==> src/rtl/pe_output_sched.sv <==
// pe_output_sched
//   Ejection-port scheduler. The single PE output link is shared between the
//   cw and ccw input channels on two virtual channels (even, odd). Each VC
//   runs its own grant -> capture -> send handshake. A VC may send only in its
//   polarity phase: even when polarity=0, odd when polarity=1.
//
//   Per-VC handshake:
//     IDLE  : a request on the VC picks a winner and registers its grant
//     GRANT : grant high for one cycle; the winner's data is captured at the
//             closing edge and the winner pointer is updated
//     HOLD  : waits for peri=1 in the VC's phase, then drives pedo/peso
//
// Configuration:
//   PE_OUT_RR_EN  defined   -> round-robin between cw/ccw on contention
//                 undefined -> fixed priority, cw always wins contention
//
// Ports:
//   clk, rst                     clock, asynchronous active-high reset
//   polarity                     link phase (0 = even VC eligible, 1 = odd)
//   peri                         PE ready to accept a packet
//   request_{cw,ccw}_{even,odd}  buffer holds a packet for the PE on that VC
//   data_in_{cw,ccw}_{even,odd}  head packet of the corresponding buffer
//   grant_{cw,ccw}_{even,odd}    registered one-cycle grant (buffer pops)
//   peso                         registered send strobe, one cycle per packet
//   pedo                         packet to the PE, passed unmodified
module pe_output_sched #(
  parameter int DATA_WIDTH = 64
) (
  input  logic                  clk,
  input  logic                  rst,
  input  logic                  polarity,
  input  logic                  peri,
  input  logic                  request_cw_even,
  input  logic                  request_cw_odd,
  input  logic                  request_ccw_even,
  input  logic                  request_ccw_odd,
  input  logic [DATA_WIDTH-1:0] data_in_cw_even,
  input  logic [DATA_WIDTH-1:0] data_in_cw_odd,
  input  logic [DATA_WIDTH-1:0] data_in_ccw_even,
  input  logic [DATA_WIDTH-1:0] data_in_ccw_odd,
  output logic                  grant_cw_even,
  output logic                  grant_cw_odd,
  output logic                  grant_ccw_even,
  output logic                  grant_ccw_odd,
  output logic                  peso,
  output logic [DATA_WIDTH-1:0] pedo
);

  typedef enum logic [1:0] {
    IDLE  = 2'd0,
    GRANT = 2'd1,
    HOLD  = 2'd2
  } state_t;

  // Index 0 = even VC, index 1 = odd VC.
  logic [1:0]            req_cw;
  logic [1:0]            req_ccw;
  logic [DATA_WIDTH-1:0] din_cw   [2];
  logic [DATA_WIDTH-1:0] din_ccw  [2];
  logic [1:0]            grant_cw;
  logic [1:0]            grant_ccw;
  logic [1:0]            send;
  logic [DATA_WIDTH-1:0] hold_q   [2];

  assign req_cw     = {request_cw_odd,  request_cw_even};
  assign req_ccw    = {request_ccw_odd, request_ccw_even};
  assign din_cw[0]  = data_in_cw_even;
  assign din_cw[1]  = data_in_cw_odd;
  assign din_ccw[0] = data_in_ccw_even;
  assign din_ccw[1] = data_in_ccw_odd;

  assign grant_cw_even  = grant_cw[0];
  assign grant_cw_odd   = grant_cw[1];
  assign grant_ccw_even = grant_ccw[0];
  assign grant_ccw_odd  = grant_ccw[1];

  for (genvar v = 0; v < 2; v++) begin : g_vc
    localparam logic VC_PHASE = (v == 1);

    state_t state_q;
    state_t state_d;
    logic   win_ccw_q;
    logic   win_ccw_d;
    logic   last_ccw_q;
    logic   pick_ccw;

`ifdef PE_OUT_RR_EN
    // ccw wins a tie only if cw won the previous handshake on this VC.
    assign pick_ccw = req_ccw[v] & (~req_cw[v] | ~last_ccw_q);
`else
    // cw always wins a tie; the pointer is still tracked but not consulted.
    assign pick_ccw = req_ccw[v] & ~req_cw[v];
    logic unused_last_ccw;
    assign unused_last_ccw = last_ccw_q;
`endif

    always_comb begin
      state_d   = state_q;
      win_ccw_d = win_ccw_q;
      send[v]   = 1'b0;
      case (state_q)
        IDLE: begin
          if (req_cw[v] | req_ccw[v]) begin
            win_ccw_d = pick_ccw;
            state_d   = GRANT;
          end
        end
        GRANT: begin
          state_d = HOLD;
        end
        HOLD: begin
          if (peri && (polarity == VC_PHASE)) begin
            send[v] = 1'b1;
            state_d = IDLE;
          end
        end
        default: begin
          state_d = IDLE;
        end
      endcase
    end

    always_ff @(posedge clk or posedge rst) begin
      if (rst) begin
        state_q      <= IDLE;
        win_ccw_q    <= 1'b0;
        last_ccw_q   <= 1'b1;
        hold_q[v]    <= '0;
        grant_cw[v]  <= 1'b0;
        grant_ccw[v] <= 1'b0;
      end else begin
        state_q   <= state_d;
        win_ccw_q <= win_ccw_d;
        // GRANT is entered only from IDLE, so this is a one-cycle pulse.
        grant_cw[v]  <= (state_d == GRANT) & ~win_ccw_d;
        grant_ccw[v] <= (state_d == GRANT) &  win_ccw_d;
        if (state_q == GRANT) begin
          hold_q[v]  <= win_ccw_q ? din_ccw[v] : din_cw[v];
          last_ccw_q <= win_ccw_q;
        end
      end
    end
  end

  // Output mux: the phases are exclusive, so at most one VC sends per cycle.
  always_ff @(posedge clk or posedge rst) begin
    if (rst) begin
      peso <= 1'b0;
      pedo <= '0;
    end else begin
      peso <= |send;
      if (send[0]) begin
        pedo <= hold_q[0];
      end else if (send[1]) begin
        pedo <= hold_q[1];
      end
    end
  end

endmodule

==> config.mk <==
export PLATFORM = sky130hd
export DESIGN_NAME = pe_output_sched
export DESIGN_NICKNAME = d
export VERILOG_FILES = /design/src/rtl/pe_output_sched.sv
export SDC_FILE = /design/constraint.sdc
export NUM_CORES = 1
export LEC_CHECK = 0
export CAP_MARGIN = 5
export CORE_ASPECT_RATIO = 0.9
export CORE_UTILIZATION = 40
export CTS_BUF_LIST = sky130_fd_sc_hd__clkbuf_16
export DETAILED_ROUTE_END_ITERATION = 6
export PLACE_DENSITY = 0.78
export RECOVER_POWER = 100
export SLEW_MARGIN = 20
export SYNTH_ARGS = -nofsm -noshare
export SYNTH_HDL_FRONTEND = slang
export SYNTH_SLANG_ARGS = --single-unit
==> constraint.sdc <==
create_clock -name clk -period 8.5 [get_ports clk]
set_clock_uncertainty 0.2 [all_clocks]
set_input_delay 1.7 -clock clk [delete_from_list [all_inputs] [get_ports clk]]
set_output_delay 1.7 -clock clk [all_outputs]
set_load 0.03 [all_outputs]
# Yosys cells after proc, flatten, opt, wreduce, memory -nomap -nowiden
# Index checks and enable logic that the tools add are counted.
# totals
word_cells	55
output_inout_bits	69
in_bits	264
regBits	203
# classes
n_eq_ne	6
bitwise	13
n_reduce_logical	6
n_mux	18
# ops
op	count
64-bit 2-to-1 mux	4
2-bit one-hot mux with 3 select lines	2
2-bit by 1-bit == test with 1-bit output (second input constant)	4
1-bit 2-to-1 mux	8
2-bit 2-to-1 mux	4
1-bit bitwise AND	6
1-bit NOT	5
2-bit == test (second input constant)	2
2-bit logical NOT	2
1-bit logical AND	2
1-bit bitwise OR	2
2-bit nonzero test	1
2-bit OR reduction	1

# Logic depth before layout (Yosys ltp)
# Gate-level depths: netlist of the first run.
# depth
word_depth	6
depth_mapped	6
mapped_depth_nobuf	3

# Worst setup path after synthesis of the first run
# OpenSTA, ideal clock, no wires.
# synth_timing
path_type	input to register
startpoint	input polarity
endpoint	register pedo[0]
path_slack_ns	5.324
cell_stages	5
path_buffers	2
arrival_time_ns	2.851
required_ns	8.175
setup_ns	0.125
cell_sequence	or3b_1 a21boi_2 buf_6 buf_12 mux2_4
# synth_between
elab_chain_cells	5
word_cells_on_any_way	9
cone_classes	mux (5); bitwise (1); reduce/logical (3)
# synth_lines
item	line	source
start: declaration	31	input logic polarity,
1-bit NOT	112	if (peri && (polarity == VC_PHASE)) begin
1-bit logical AND	112	
1-bit 2-to-1 mux	112	
1-bit 2-to-1 mux	101	case (state_q)
64-bit 2-to-1 mux / 2-bit nonzero test (equally long branches)	-	
end signal: assignment	153	pedo <= hold_q[0];
end signal: assignment	155	pedo <= hold_q[1];
end: declaration	46	output logic [DATA_WIDTH-1:0] pedo
# Parallel ways exist; a longest one is shown, timed or not.
# A chain may end at the register's enable or synchronous reset.

# Worst setup path in the final report of the first run
# layout_timing
startpoint	input peri
endpoint	register pedo[9]
# layout_between
elab_chain_cells	4
word_cells_on_any_way	8
cone_classes	mux (5); reduce/logical (3)
# layout_lines
item	line	source
start: declaration	32	input logic peri,
1-bit logical AND	112	
1-bit 2-to-1 mux	112	
1-bit 2-to-1 mux	101	
64-bit 2-to-1 mux / 2-bit nonzero test (equally long branches)	-	
# Parallel ways exist; a longest one is shown, timed or not.

==> results of run 1 <==
## final cells by class
type,count,area [µm²]
antenna,1,2.50
inverter,2,15.0
fill,2020,9890
multi-input combinational,539,4090
clock buffer,23,576
sequential,203,5080
clock inverter,16,71.3
tap,302,378
timing repair buffer,340,3370
## registers in the layout (all words and copies together) (netlist names)
signal / cells
g_vc.state_q: 4
g_vc.win_ccw_q: 2
grant_ccw_even: 1
grant_ccw_odd: 1
grant_cw_even: 1
grant_cw_odd: 1
hold_q: 128
pedo: 64
peso: 1
## worst min-delay path by stage
stage               slack [ps]              startpoint                      to  cells after the start
floorplan                  240   hold_q[0]$_DFFE_PP0N_   hold_q[0]$_DFFE_PP0N_                      2
global placement           250  hold_q[57]$_DFFE_PP0N_  hold_q[57]$_DFFE_PP0N_                      2
detailed placement         260  hold_q[55]$_DFFE_PP0N_  hold_q[55]$_DFFE_PP0N_                      2
CTS                        280  hold_q[55]$_DFFE_PP0N_  hold_q[55]$_DFFE_PP0N_                      2
global route               290  hold_q[78]$_DFFE_PP0N_  hold_q[78]$_DFFE_PP0N_                      2
finish                     270  hold_q[42]$_DFFE_PP0N_  hold_q[42]$_DFFE_PP0N_                      2
## per-layer routing
layer,global-route usage (%),routed length [µm],vias to the layer above
li1,-,-,3409
met1,24.9,10100,3350
met2,34.8,12300,239
met3,4.91,1680,39
met4,5.28,540,0
met5,0,0,-
## placed cells by master (no fill, tap or decap), types with 2 or more instances in the layout
cell / Yosys / layout
mux2_2: 42 / 42
clkinv_1: 0 / 5
clkbuf_1: 26 / 5
nand2b_1: 4 / 3
mux2_4: 50 / 22
nand2_1: 132 / 132
nor2_1: 6 / 6
buf_4: 0 / 2
and2_0: 0 / 3
o21ai_0: 130 / 130
clkinv_2: 0 / 5
mux2i_1: 128 / 128
mux2_1: 34 / 62
o21a_1: 2 / 2
dlygate4sd3_1: 0 / 86
a21oi_1: 2 / 2
clkdlybuf4s50_1: 0 / 246
clkbuf_16: 0 / 23
inv_1: 2 / 6
dfrtp_1: 203 / 203
## worst min-delay path, cell delays in order (launching register included)
cell	delay, ps
dfrtp_1	340
nand2_1	40
o21ai_0	50
## cell families after synthesis
family | Yosys count | synth area share [%]
multiplexers | 254 | 30.0
flip-flops | 203 | 52.7
AND/OR/NAND/NOR | 149 | 6.19
AO/OA/AOI/OAI | 136 | 7.22
buffers and inverters | 58 | 3.95
## power by group
group	switching, mW	internal [mW]	total (mW)
Sequential	0.311	1.45	1.76
Clock	0.376	0.488	0.863
Combinational	1.09	0.992	2.08
Total	1.78	2.93	4.71
==> run_results.csv, run 1 <==
group,metric,value,unit
finish,post-route-cell-area,13600,µm²
drt,wl,24600,µm
timing,tns,0,ps
timing,hold_violations,0,
run_status,status,"finished, violations left",
cts,hold_buffers,0,
setup_path,end_kind,"flip-flop",
setup_path,worst-path-max-fanout,64,
run,maxCapViolCount,8,
floorplan,initial_core_util,41.1,%
timing,fin_ws,2440,ps
cts,cts_sinks,203,
timing,rsz0062_at_grt,"no",
drt,drtIter0Drc,330,
floorplan,fp.dieH,149,µm
floorplan,design.core.area,23500,µm²
synth,synth_top_cell_area_share,52.7,%
cts,clock_path_buffers,3,
cts,cts.repair.resized,0,
synth,synthTopCellsByArea,"dfrtp_1 53%, mux2i_1 13%, mux2_4 7.8%",
synth,synth-edff-count,0,
timing,slew_violations,370,
timing,period_minus_slack,6060,ps
global_routing,antenna_found_initial,1,
setup_path,crit_arrival,6240,ps
synth,ys_seq_area_share,52.7,%
global_routing,grt_pass1_vias,7241,
place,dpl.cell_count,1386,
cts,cts_buffers,23,
drt,viasPerCell,4.93,
setup_path,cp_num_cells,5,
finish,drive_gt1_share,8.90,%
cts,root_buffer,"clkbuf_16",
setup_path,cp.buffers_inverters,2,
synth,yosysMostFrequentCell,"dfrtp_1",
timing,worst_pin_slew,4100,ps
timing,period_share,71.3,%
floorplan,rows,53,
place,portBuffers,332,
drt,routedWlPerCell,17.2,µm
cts,cts_setup_buffers,0,
floorplan,die_area,24700,µm²
synth,ys_top_cells_by_count,"203 x dfrtp_1, 132 x nand2_1, 130 x o21ai_0",
setup_path,path_class,"in2reg",
timing,fmax,165,MHz
cts,path_clk_slew,60,ps
cts,cts_tree,"yes",
run_status,violations,"design-rule violations, max-capacitance violations, max-slew violations",
drt,final_antenna_net_count,0,
synth,netlist_area,9640,µm²
finish,final_core_util,57.9,%
timing,setup_viol,0,
global_routing,grt_pass1_wl,39200,µm
setup_path,crit_start,"peri",
setup_path,cp_top_family,"buffers and inverters",
global_routing,grt_usage,20.0,%
power_and_ir_drop,vdd_drop_max,0.126,mV
setup_path,crit_end,"pedo[9]$_DFFE_PP0P_",
floorplan,die_w,166,µm
setup_path,slowest_delay,2870,ps
place,gp_congestion,0.752,
setup_path,critPathLaunchType,"primary input",
global_routing,grt_max_degree,121,
cts,h-tree-depth,1,
synth,yosys_warnings,0,
drt,route.detailed.drc,42,
place,place_area,13100,µm²
power_and_ir_drop,total_power,4.71,mW
finish,final_nets,1373,
place,post-dp-hpwl,17100,µm
setup_path,r2r-end,"hold_q[59]$_DFFE_PP0N_",
global_routing,grt-ovfl-total,0,
synth,synth_cell_types,23,
synth,syn_nets,1064,
setup_path,r2r_cells,3,
setup_path,rrSetupSlack,3370,ps
place,post-place-ws,3800,ps
cts,clk_latency,490,ps
synth,yosys_register_bits,203,
synth,ys_async_sr_fraction,100,%
finish,area_growth,40.9,%
floorplan,io_pins,333,
synth,syn-instance-count,800,
drt,vias,7037,
timing,fin_hold_ws,270,ps
synth,yosys.area.top_type,"dfrtp_1",
min_path,hold_class,"reg2reg",
setup_path,slowest_stage,"clkbuf_1",
drt,dr.pass1.iters,6,
setup_path,path_cells,"dlygate4sd3_1 > and4bb_4 > clkbuf_1 > mux2_2 > mux2_1",
setup_path,worstPathRequired,8670,ps
synth,synthFlopType,"dfrtp_1",
power_and_ir_drop,leakage,6.09,nW
synth,syn_area_per_cell,12.1,µm²
finish,instances_no_fill,1426,
timing,slew_headroom,-173,%
setup_path,r2r-start,"g_vc[1].state_q[1]$_DFF_PP0_",
power_and_ir_drop,power_density,346,nW/µm²
No activity file was read; power rests on OpenSTA's default activity.
==> run 2, diff against run 1 <==
--- a/config.mk
+++ b/config.mk
@@ -10,7 +10,7 @@
 export CORE_UTILIZATION = 40
 export CTS_BUF_LIST = sky130_fd_sc_hd__clkbuf_16
 export DETAILED_ROUTE_END_ITERATION = 6
-export PLACE_DENSITY = 0.78
+export PLACE_DENSITY = 0.81
 export RECOVER_POWER = 100
 export SLEW_MARGIN = 20
 export SYNTH_ARGS = -nofsm -noshare
==> constraint.sdc (replaced) <==
create_clock -name clk -period 4.9 [get_ports clk]
set_clock_uncertainty 0.2 [all_clocks]
set_input_delay 0.98 -clock clk [delete_from_list [all_inputs] [get_ports clk]]
set_output_delay 0.98 -clock clk [all_outputs]
set_load 0.03 [all_outputs]
==> run 2 against run 1 <==
Net effect: the run still ends with design-rule violations, max-capacitance violations, max-slew violations left; sequential cell count unchanged; largest power group unchanged; largest cell class unchanged; non-clock buffer count up 1; via count up 0.61%; sequential power up 75%; utilization up 0.11 points; routed wire length up 0.96%.
==> run_results.csv, run 2 (synthesized netlist as in run 1, its figures left out) <==
group,metric,value,unit
power_and_ir_drop,total_power,8.17,mW
global_routing,grt_max_degree,116,
drt,routedWlPerCell,17.4,µm
floorplan,rows,53,
cts,hold_buffers,0,
drt,drtIter0Drc,327,
floorplan,fp.dieH,149,µm
cts,root_buffer,"clkbuf_16",
drt,vias,7080,
cts,path_clk_slew,60,ps
timing,fin_hold_ws,271,ps
setup_path,worstPathRequired,5070,ps
power_and_ir_drop,leakage,6.07,nW
floorplan,design.core.area,23500,µm²
drt,viasPerCell,4.97,
finish,layout_commonest_cell,"clkdlybuf4s50_1",
timing,fmax,263,MHz
place,gp_congestion,0.732,
floorplan,io_pins,333,
finish,largest_register,"hold_q",
cts,clk_latency,490,ps
timing,slew_headroom,-66.6,%
cts,clock_path_buffers,3,
place,dpl.cell_count,1387,
finish,reg.largest.list,"hold_q: 128 flops, pedo: 64 flops, g_vc.state_q: 4 flops",
run,maxCapViolCount,6,
finish,final_nets,1373,
global_routing,grt_use_met3,4.72,%
timing,tns,0,ps
place,post-dp-hpwl,17600,µm
place,portBuffers,332,
run_status,violations,"design-rule violations, max-capacitance violations, max-slew violations",
global_routing,antenna_found_initial,1,
power_and_ir_drop,power_density,601,nW/µm²
global_routing,met1_usage,24.6,%
cts,h-tree-depth,1,
timing,period_minus_slack,3800,ps
cts,cts_setup_buffers,0,
drt,wl,24800,µm
cts,cts_sinks,203,
drt,route.detailed.drc,40,
power_and_ir_drop,vdd_drop_max,0.221,mV
floorplan,die_w,166,µm
global_routing,top_usage_layer,"met2",
timing,hold_violations,0,
timing,worst_pin_slew,2500,ps
drt,final_antenna_net_count,0,
timing,setup_viol,0,
floorplan,initial_core_util,41.1,%
floorplan,die_area,24700,µm²
finish,largest_reg_flops,128,
finish,drive_gt1_share,7.67,%
cts,cts_tree,"yes",
global_routing,grt_usage,20.2,%
finish,layout_common_cells,"260 x clkdlybuf4s50_1, 202 x dfrtp_1, 132 x nand2_1, 130 x o21ai_0, 128 x mux2i_1",
global_routing,grt-ovfl-total,0,
cts,cts.repair.resized,0,
setup_path,path_class,"in2reg",
setup_path,crit_arrival,3970,ps
global_routing,global_route.usage.met2,35.6,%
setup_path,worst-path-max-fanout,33,
global_routing,grt_pass1_vias,7507,
finish,post-route-cell-area,13600,µm²
global_routing,grt_pass1_wl,39800,µm
setup_path,critPathLaunchType,"primary input",
finish,area_growth,41.2,%
timing,rsz0062_at_grt,"no",
run_status,status,"finished, violations left",
cts,cts_buffers,22,
drt,dr.pass1.iters,6,
setup_path,end_kind,"flip-flop",
finish,instances_no_fill,1424,
place,place_area,13100,µm²
timing,slew_violations,284,
timing,period_share,77.6,%
min_path,hold_class,"reg2reg",
-- run 2: critical path, stage by stage --
cell and delay, ps:
clkdlybuf4s50_1 460, and4bb_1 1490, buf_12 330, mux2_1 360
mux2_1 300
-- run 2: per-stage QoR --
stage / worst slack [ps] / utilization [%]
after detailed placement: 1350 / 56.0
after global placement: 1400 / 55.9
after CTS: 1870 / 58.9
final: 1100 / 58.0
after floorplan: 1090 / -
after global routing: 918 / 58.0
-- run 2: worst paths after layout --
check / endpoint / startpoint / slack, ps / cells past startpoint
max in group asynchronous: hold_q[106]$_DFFE_PP0N_ / rst / 2980 / 3
setup / recovery: pedo[19]$_DFFE_PP0P_ / polarity / 1100 / 5
hold / removal: hold_q[57]$_DFFE_PP0N_ / hold_q[57]$_DFFE_PP0N_ / 270 / 2
min in group asynchronous: pedo[13]$_DFFE_PP0P_ / rst / 660 / 2
setup reg to reg: hold_q[27]$_DFFE_PP0N_ / g_vc[1].state_q[1]$_DFF_PP0_ / 1370 / 3
hold reg to reg: hold_q[57]$_DFFE_PP0N_ / hold_q[57]$_DFFE_PP0N_ / 270 / 2
-- run 2: cell type report --
cell class	instances	area (µm²)
repair buffers	341	3440
fillers	1991	9870
clock buffers	23	576
multi-input cells	539	4010
flip-flops and latches	203	5080
diodes	1	2.50
well taps	302	378
inverters	2	8.76
clock inverters	13	111
-- run 2: where the power goes --
| part | switching (mW) | internal, mW | total (mW) |
|---|---|---|---|
| Clock | 0.650 | 0.947 | 1.60 |
| Sequential | 0.559 | 2.52 | 3.08 |
| Combinational | 1.89 | 1.61 | 3.50 |
-- run 2: routing by layer --
layer / part of all wire [%] / wire length, µm / vias to the layer above
met3: 6.3 / 1550 / 40
met4: 2.7 / 663 / 0
met5: 0 / 0 / -
met1: 41 / 10300 / 3416
met2: 50 / 12300 / 217
li1: - / - / 3407
